$ cat src/rtl/switch_allocator.sv
// switch_allocator
//   Per-router switch allocator with wormhole output locking. Each output
//   port runs its own round-robin arbiter over the inputs whose (one-hot)
//   route request targets it. A head flit without a tail locks the output
//   to its input until the tail flit has crossed.
//
// Ports
//   clk          rising-edge clock
//   reset        asynchronous, active-high reset
//   i_output_req [i][j]: input i requests output j (rows must be one-hot)
//   i_tail       [i]: head flit of input i is a tail flit
//   i_en         [j]: output j has downstream credit this cycle
//   o_grant      [i]: input i's head flit crosses the crossbar this cycle
//   o_xbar_sel   [j][i]: output j is driven by input i (row one-hot or zero)
//   o_out_valid  [j]: output j carries a flit this cycle
module switch_allocator #(
    parameter int N_PORTS = 5
) (
    input  logic                              clk,
    input  logic                              reset,
    input  logic [0:N_PORTS-1][0:N_PORTS-1]   i_output_req,
    input  logic [0:N_PORTS-1]                i_tail,
    input  logic [0:N_PORTS-1]                i_en,
    output logic [0:N_PORTS-1]                o_grant,
    output logic [0:N_PORTS-1][0:N_PORTS-1]   o_xbar_sel,
    output logic [0:N_PORTS-1]                o_out_valid
);

    localparam int PW = (N_PORTS > 1) ? $clog2(N_PORTS) : 1;

    typedef enum logic {
        IDLE,
        LOCKED
    } lock_t;

    typedef logic [PW-1:0] idx_t;

    lock_t lock_q  [N_PORTS];
    lock_t lock_d  [N_PORTS];
    idx_t  owner_q [N_PORTS];
    idx_t  owner_d [N_PORTS];
    idx_t  ptr_q   [N_PORTS];
    idx_t  ptr_d   [N_PORTS];

    logic [0:N_PORTS-1]              row_ok;
    logic [0:N_PORTS-1][0:N_PORTS-1] sel;

    // Rows with more than one bit set are treated as "no request".
    always_comb begin
        for (int unsigned i = 0; i < N_PORTS; i++) begin
            row_ok[i] = $onehot(i_output_req[i]);
        end
    end

    always_ff @(posedge clk or posedge reset) begin
        if (reset) begin
            for (int unsigned j = 0; j < N_PORTS; j++) begin
                lock_q[j]  <= IDLE;
                owner_q[j] <= '0;
                ptr_q[j]   <= '0;
            end
        end else begin
            for (int unsigned j = 0; j < N_PORTS; j++) begin
                lock_q[j]  <= lock_d[j];
                owner_q[j] <= owner_d[j];
                ptr_q[j]   <= ptr_d[j];
            end
        end
    end

    always_comb begin : alloc
        logic        found;
        idx_t        win;
        int unsigned cand;
        sel = '0;
        for (int unsigned j = 0; j < N_PORTS; j++) begin
            lock_d[j]  = lock_q[j];
            owner_d[j] = owner_q[j];
            ptr_d[j]   = ptr_q[j];
            found      = 1'b0;
            win        = '0;
            cand       = 0;
            unique case (lock_q[j])
                IDLE: begin
                    // First eligible input at or above ptr, wrapping around.
                    for (int unsigned k = 0; k < N_PORTS; k++) begin
                        cand = (32'(ptr_q[j]) + k) % N_PORTS;
                        if (!found && row_ok[cand] && i_output_req[cand][j]) begin
                            found = 1'b1;
                            win   = idx_t'(cand);
                        end
                    end
                    if (found && i_en[j]) begin
                        sel[j][win] = 1'b1;
                        if (i_tail[win]) begin
                            ptr_d[j] = idx_t'((32'(win) + 1) % N_PORTS);
                        end else begin
                            lock_d[j]  = LOCKED;
                            owner_d[j] = win;
                        end
                    end
                end
                LOCKED: begin
                    // Only the owner may move; others wait even if it stalls.
                    if (row_ok[owner_q[j]] && i_output_req[owner_q[j]][j] && i_en[j]) begin
                        sel[j][owner_q[j]] = 1'b1;
                        if (i_tail[owner_q[j]]) begin
                            lock_d[j] = IDLE;
                            ptr_d[j]  = idx_t'((32'(owner_q[j]) + 1) % N_PORTS);
                        end
                    end
                end
                default: ;
            endcase
        end
    end

    always_comb begin
        o_xbar_sel = reset ? '0 : sel;
        o_grant    = '0;
        for (int unsigned j = 0; j < N_PORTS; j++) begin
            o_out_valid[j] = |o_xbar_sel[j];
            for (int unsigned i = 0; i < N_PORTS; i++) begin
                o_grant[i] = o_grant[i] | o_xbar_sel[j][i];
            end
        end
    end

endmodule
$ cat config.mk
export PLATFORM = sky130hd
export DESIGN_NAME = switch_allocator
export DESIGN_NICKNAME = d
export VERILOG_FILES = /design/src/rtl/switch_allocator.sv
export SDC_FILE = /design/constraint.sdc
export NUM_CORES = 1
export LEC_CHECK = 0
export ABC_AREA = 0
export CAP_MARGIN = 20
export CORE_AREA = 2 2 134 233
export CTS_CLUSTER_DIAMETER = 50
export DETAILED_ROUTE_END_ITERATION = 6
export DIE_AREA = 0 0 136 235
export GPL_TIMING_DRIVEN = 1
export PLACE_DENSITY = 0.69
export RECOVER_POWER = 100
export SKIP_LAST_GASP = 1
export SYNTH_ARGS = -nofsm -noshare
export SYNTH_HDL_FRONTEND = slang
export SYNTH_SLANG_ARGS = --single-unit
$ cat constraint.sdc
create_clock -name clk -period 20.1 [get_ports clk]
set_input_delay 3.015 -clock clk [delete_from_list [all_inputs] [get_ports clk]]
set_output_delay 3.015 -clock clk [all_outputs]
set_load 0.02 [all_outputs]
==> run_results.csv <==
group,metric,value,unit
outcome,status,"finished, violations left",
outcome,violations,"max-capacitance violations, max-slew violations",
routing,drc,0,
cells_and_area,layout-drive-gt1-share,8.46,%
clock_network,clk_path_buf_depth,2,
cells_and_area,stdcell_count,1995,
cells_and_area,diodes,0,
routing,avgViaCountPerCell,6.43,
sta,hold_violations,0,
logic_synthesis,syn-num-nets,1760,
global_routing,grt_max_degree,43,
clock_network,cts-hold-fix-buffers,0,
worst_setup_path,crit_arrival,9.60,ns
logic_synthesis,synth_warnings,0,
logic_synthesis,syn_area,11900,µm²
worst_hold_path,hold_class,"reg -> reg",
floorplanning,start_util,39.5,%
cells_and_area,seq_area,876,µm²
clock_network,clock-sinks,35,
logic_synthesis,syn_inst,1599,
floorplanning,core_area,30100,µm²
global_routing,track_usage,24.2,%
worst_setup_path,rr_startpoint,"ptr_q[4]",
global_routing,grt_pass1_vias,12400,
sta,setup_viol,0,
cells_and_area,area_delta_synth_final,8.30,%
worst_setup_path,r2r_end,"ptr_q[4]",
logic_synthesis,ys_types,111,
cells_and_area,finish.net_count,1768,
placement,dp_hpwl,31600,µm
sta,worst_pin_slew,2.60,ns
sta,fmax,0.0792,GHz
cells_and_area,fill_cells,3085,
placement,placed_area,12800,µm²
sta,finalSetupTns,0,ns
clock_network,htreeDepth,2,
routing,via_count,12800,
global_routing,gr-total-overflow,0,
sta,final_max_slew_viol_count,43,
floorplanning,die_area,32000,µm²
worst_setup_path,cp-start-kind,"primary input",
routing,wire_per_inst,20.0,µm
clock_network,cts_root_buf,"clkbuf_16",
cells_and_area,design_area,12800,µm²
worst_setup_path,critPathMaxFanout,8,
clock_network,cts_tree,"built",
logic_synthesis,synthArstFlopShare,100,%
worst_setup_path,rrSetupSlack,13.21,ns
worst_hold_path,min_from,"lock_q[4]",
worst_hold_path,whs_path_depth,1,
logic_synthesis,ys_seq_area_share,7.38,%
global_routing,grt_antenna_before_repair,2,
run,cap_viol_max_count,1,
sta,post-route-period-util,62.8,%
sta,whs,0.588,ns
placement,place_inst,1987,
clock_network,insertion_delay,0.31,ns
routing,routed_wl,39900,µm
pwr,ir_worst_vdd,102,µV
clock_network,cts_resized,0,
sta,skew,0.0107,ns
floorplanning,rows,84,
cells_and_area,multi_input_area,10100,µm²
floorplanning,ios,72,
worst_setup_path,worst_setup_path_end_kind,"primary output",
sta,rsz0062_at_grt,"false",
worst_setup_path,worstSetupPathType,"in -> out",
global_routing,grt_pass1_wl,63000,µm
pwr,leakage,5.43,nW
logic_synthesis,synth_edf_count,0,
routing,drtAntennaViolNets,0,
worst_setup_path,cp.required,17.09,ns
worst_setup_path,r2r_cells,25,
worst_hold_path,min_to,"lock_q[4]",
sta,post-route-min-period,12.62,ns
clock_network,cts_buffers,5,
sta,slew_headroom,-73.3,%
pwr,power-per-cell-area,185,nW/µm²
logic_synthesis,synth_area_per_cell,7.42,µm²
floorplanning,die_height,235,µm
floorplanning,die_width,136,µm
logic_synthesis,ys_ff_latch,35,
routing,dr.first_iter.drc_count,989,
placement,io_buffers,71,
routing,drt_pre_antenna_iters,7,
clock_network,cts_setup_buffers,0,
logic_synthesis,synth_ff_type,"dfrtp_1",
clock_network,clk_pin_slew,0.06,ns
placement,gp_congestion,0.964,
-- power breakdown --
part | switching (W) | leakage, nW | internal [W] | total (W)
Clock | 0.0000373 | 0.0679 | 0.0000461 | 0.0000834
Sequential | 0.0000619 | 0.416 | 0.0000940 | 0.000156
Combinational | 0.00130 | 4.95 | 0.000839 | 0.00214
Total | 0.00140 | 5.43 | 0.000979 | 0.00238
-- per-stage QoR --
step / setup slack [ns] / total power, W / util (%)
2_1_floorplan: 9.50 / 0.00184 / -
3_3_place_gp: 8.09 / 0.00224 / 42.6
3_5_place_dp: 7.97 / 0.00228 / 42.6
4_1_cts: 7.95 / 0.00238 / 43.0
5_1_grt: 7.22 / 0.00259 / 42.7
6_report: 7.48 / 0.00238 / 42.7
-- cells by family (layout without fill, tap and decap cells) --
kind of cell,count (synthesis),in the layout,share of synthesized area (%)
adders and majority gates,124,124,13.8
xor gates and xnor gates,51,51,4.18
buffers and inverters,200,209,6.60
AOI/OAI and AO/OA,493,493,30.5
and+or+nand+nor,585,585,26.6
DFF,35,35,7.38
muxes,111,111,10.9
-- worst max-delay path by stage --
stage / startpoint / to / depth (start not counted)
detailed placement: i_output_req[16] / o_grant[3] / 19
floorplan: i_output_req[20] / o_grant[2] / 18
CTS: i_output_req[16] / o_grant[3] / 19
global route: i_output_req[0] / o_grant[0] / 19
global placement: i_output_req[16] / o_grant[3] / 19
finish: i_output_req[0] / o_grant[2] / 19
-- layer usage --
| layer | GRT usage, % | part of all wire [%] |
|---|---|---|
| met2 | 43.3 | 50 |
| met4 | 14.3 | 6.0 |
| met1 | 26.8 | 38 |
| met3 | 2.98 | 6.3 |
| met5 | 0 | 0.035 |
-- layout by cell type, fill, tap and decap left out, drive strengths merged, types with 9 or more instances in the layout --
cell,instances
o2111ai,13
o21a,15
or3,23
nand2,146
nand3b,10
mux2i,68
and3,9
nand4,15
nor3,51
dfrtp,35
fa,11
dlygate4sd3,40
a211o,12
clkbuf,9
and2,25
o211ai,28
a21o,14
or4b,18
inv,118
nand2b,40
a21oi,104
mux2,32
nor2,96
a211oi,22
or2,20
ha,113
o211a,9
o21ai,87
o31ai,15
o22ai,23
a31oi,23
nor3b,9
a21boi,9
xnor2,43
mux4,11
nor4,12
nand3,52
nor2b,23
clkdlybuf4s50,31
-- layout make-up --
type,count,share of cell area (%)
Timing Repair Buffer,81,6.06
Inverter,120,3.51
Tap cell,387,3.77
Sequential cell,35,6.82
Clock buffer,7,1.03
Multi-Input combinational cell,1364,78.8
Clock inverter,1,0.0390
-- worst max-delay path: stages --
cell,delay [ns]
dlygate4sd3_1,0.66
fa_1,0.58
inv_1,0.05
fa_1,0.36
inv_1,0.07
ha_1,0.23
nor3_1,0.68
clkbuf_1,0.25
nand2_1,0.27
nor4_1,0.65
a21oi_4,0.07
nand4b_1,0.27
and4b_1,0.23
a21oi_1,0.53
nand3b_1,0.22
a21oi_2,0.08
or3_1,0.38
or3_1,0.32
dlygate4sd3_1,0.66
-- registers in the layout, indices dropped and copies added (netlist names) --
signal and cells:
lock_q 5, owner_q 15, ptr_q 15
-- cell usage after synthesis, drive strengths merged (10+ instances only) --
| cell | number | area, µm² |
|---|---|---|
| nand2 | 146 | 548 |
| inv | 118 | 443 |
| ha | 113 | 1410 |
| a21oi | 104 | 566 |
| nor2 | 96 | 360 |
| o21ai | 87 | 439 |
| mux2i | 68 | 681 |
| clkbuf | 53 | 200 |
| nand3 | 52 | 260 |
| nor3 | 51 | 265 |
| xnor2 | 43 | 410 |
| nand2b | 40 | 250 |
| dfrtp | 35 | 876 |
| mux2 | 32 | 364 |
| o211ai | 28 | 215 |
| buf | 27 | 133 |
| and2 | 25 | 156 |
| a31oi | 23 | 150 |
| nor2b | 23 | 144 |
| o22ai | 23 | 150 |
| or3 | 23 | 144 |
| a211oi | 22 | 185 |
| or2 | 20 | 125 |
| or4b | 18 | 180 |
| nand4 | 15 | 100 |
| o21a | 15 | 113 |
| o31ai | 15 | 126 |
| a21o | 14 | 105 |
| o2111ai | 13 | 120 |
| a211o | 12 | 105 |
| nor4 | 12 | 87.6 |
| fa | 11 | 220 |
| mux4 | 11 | 248 |
| nand3b | 10 | 75.1 |
No activity file was read; power rests on OpenSTA's default activity.
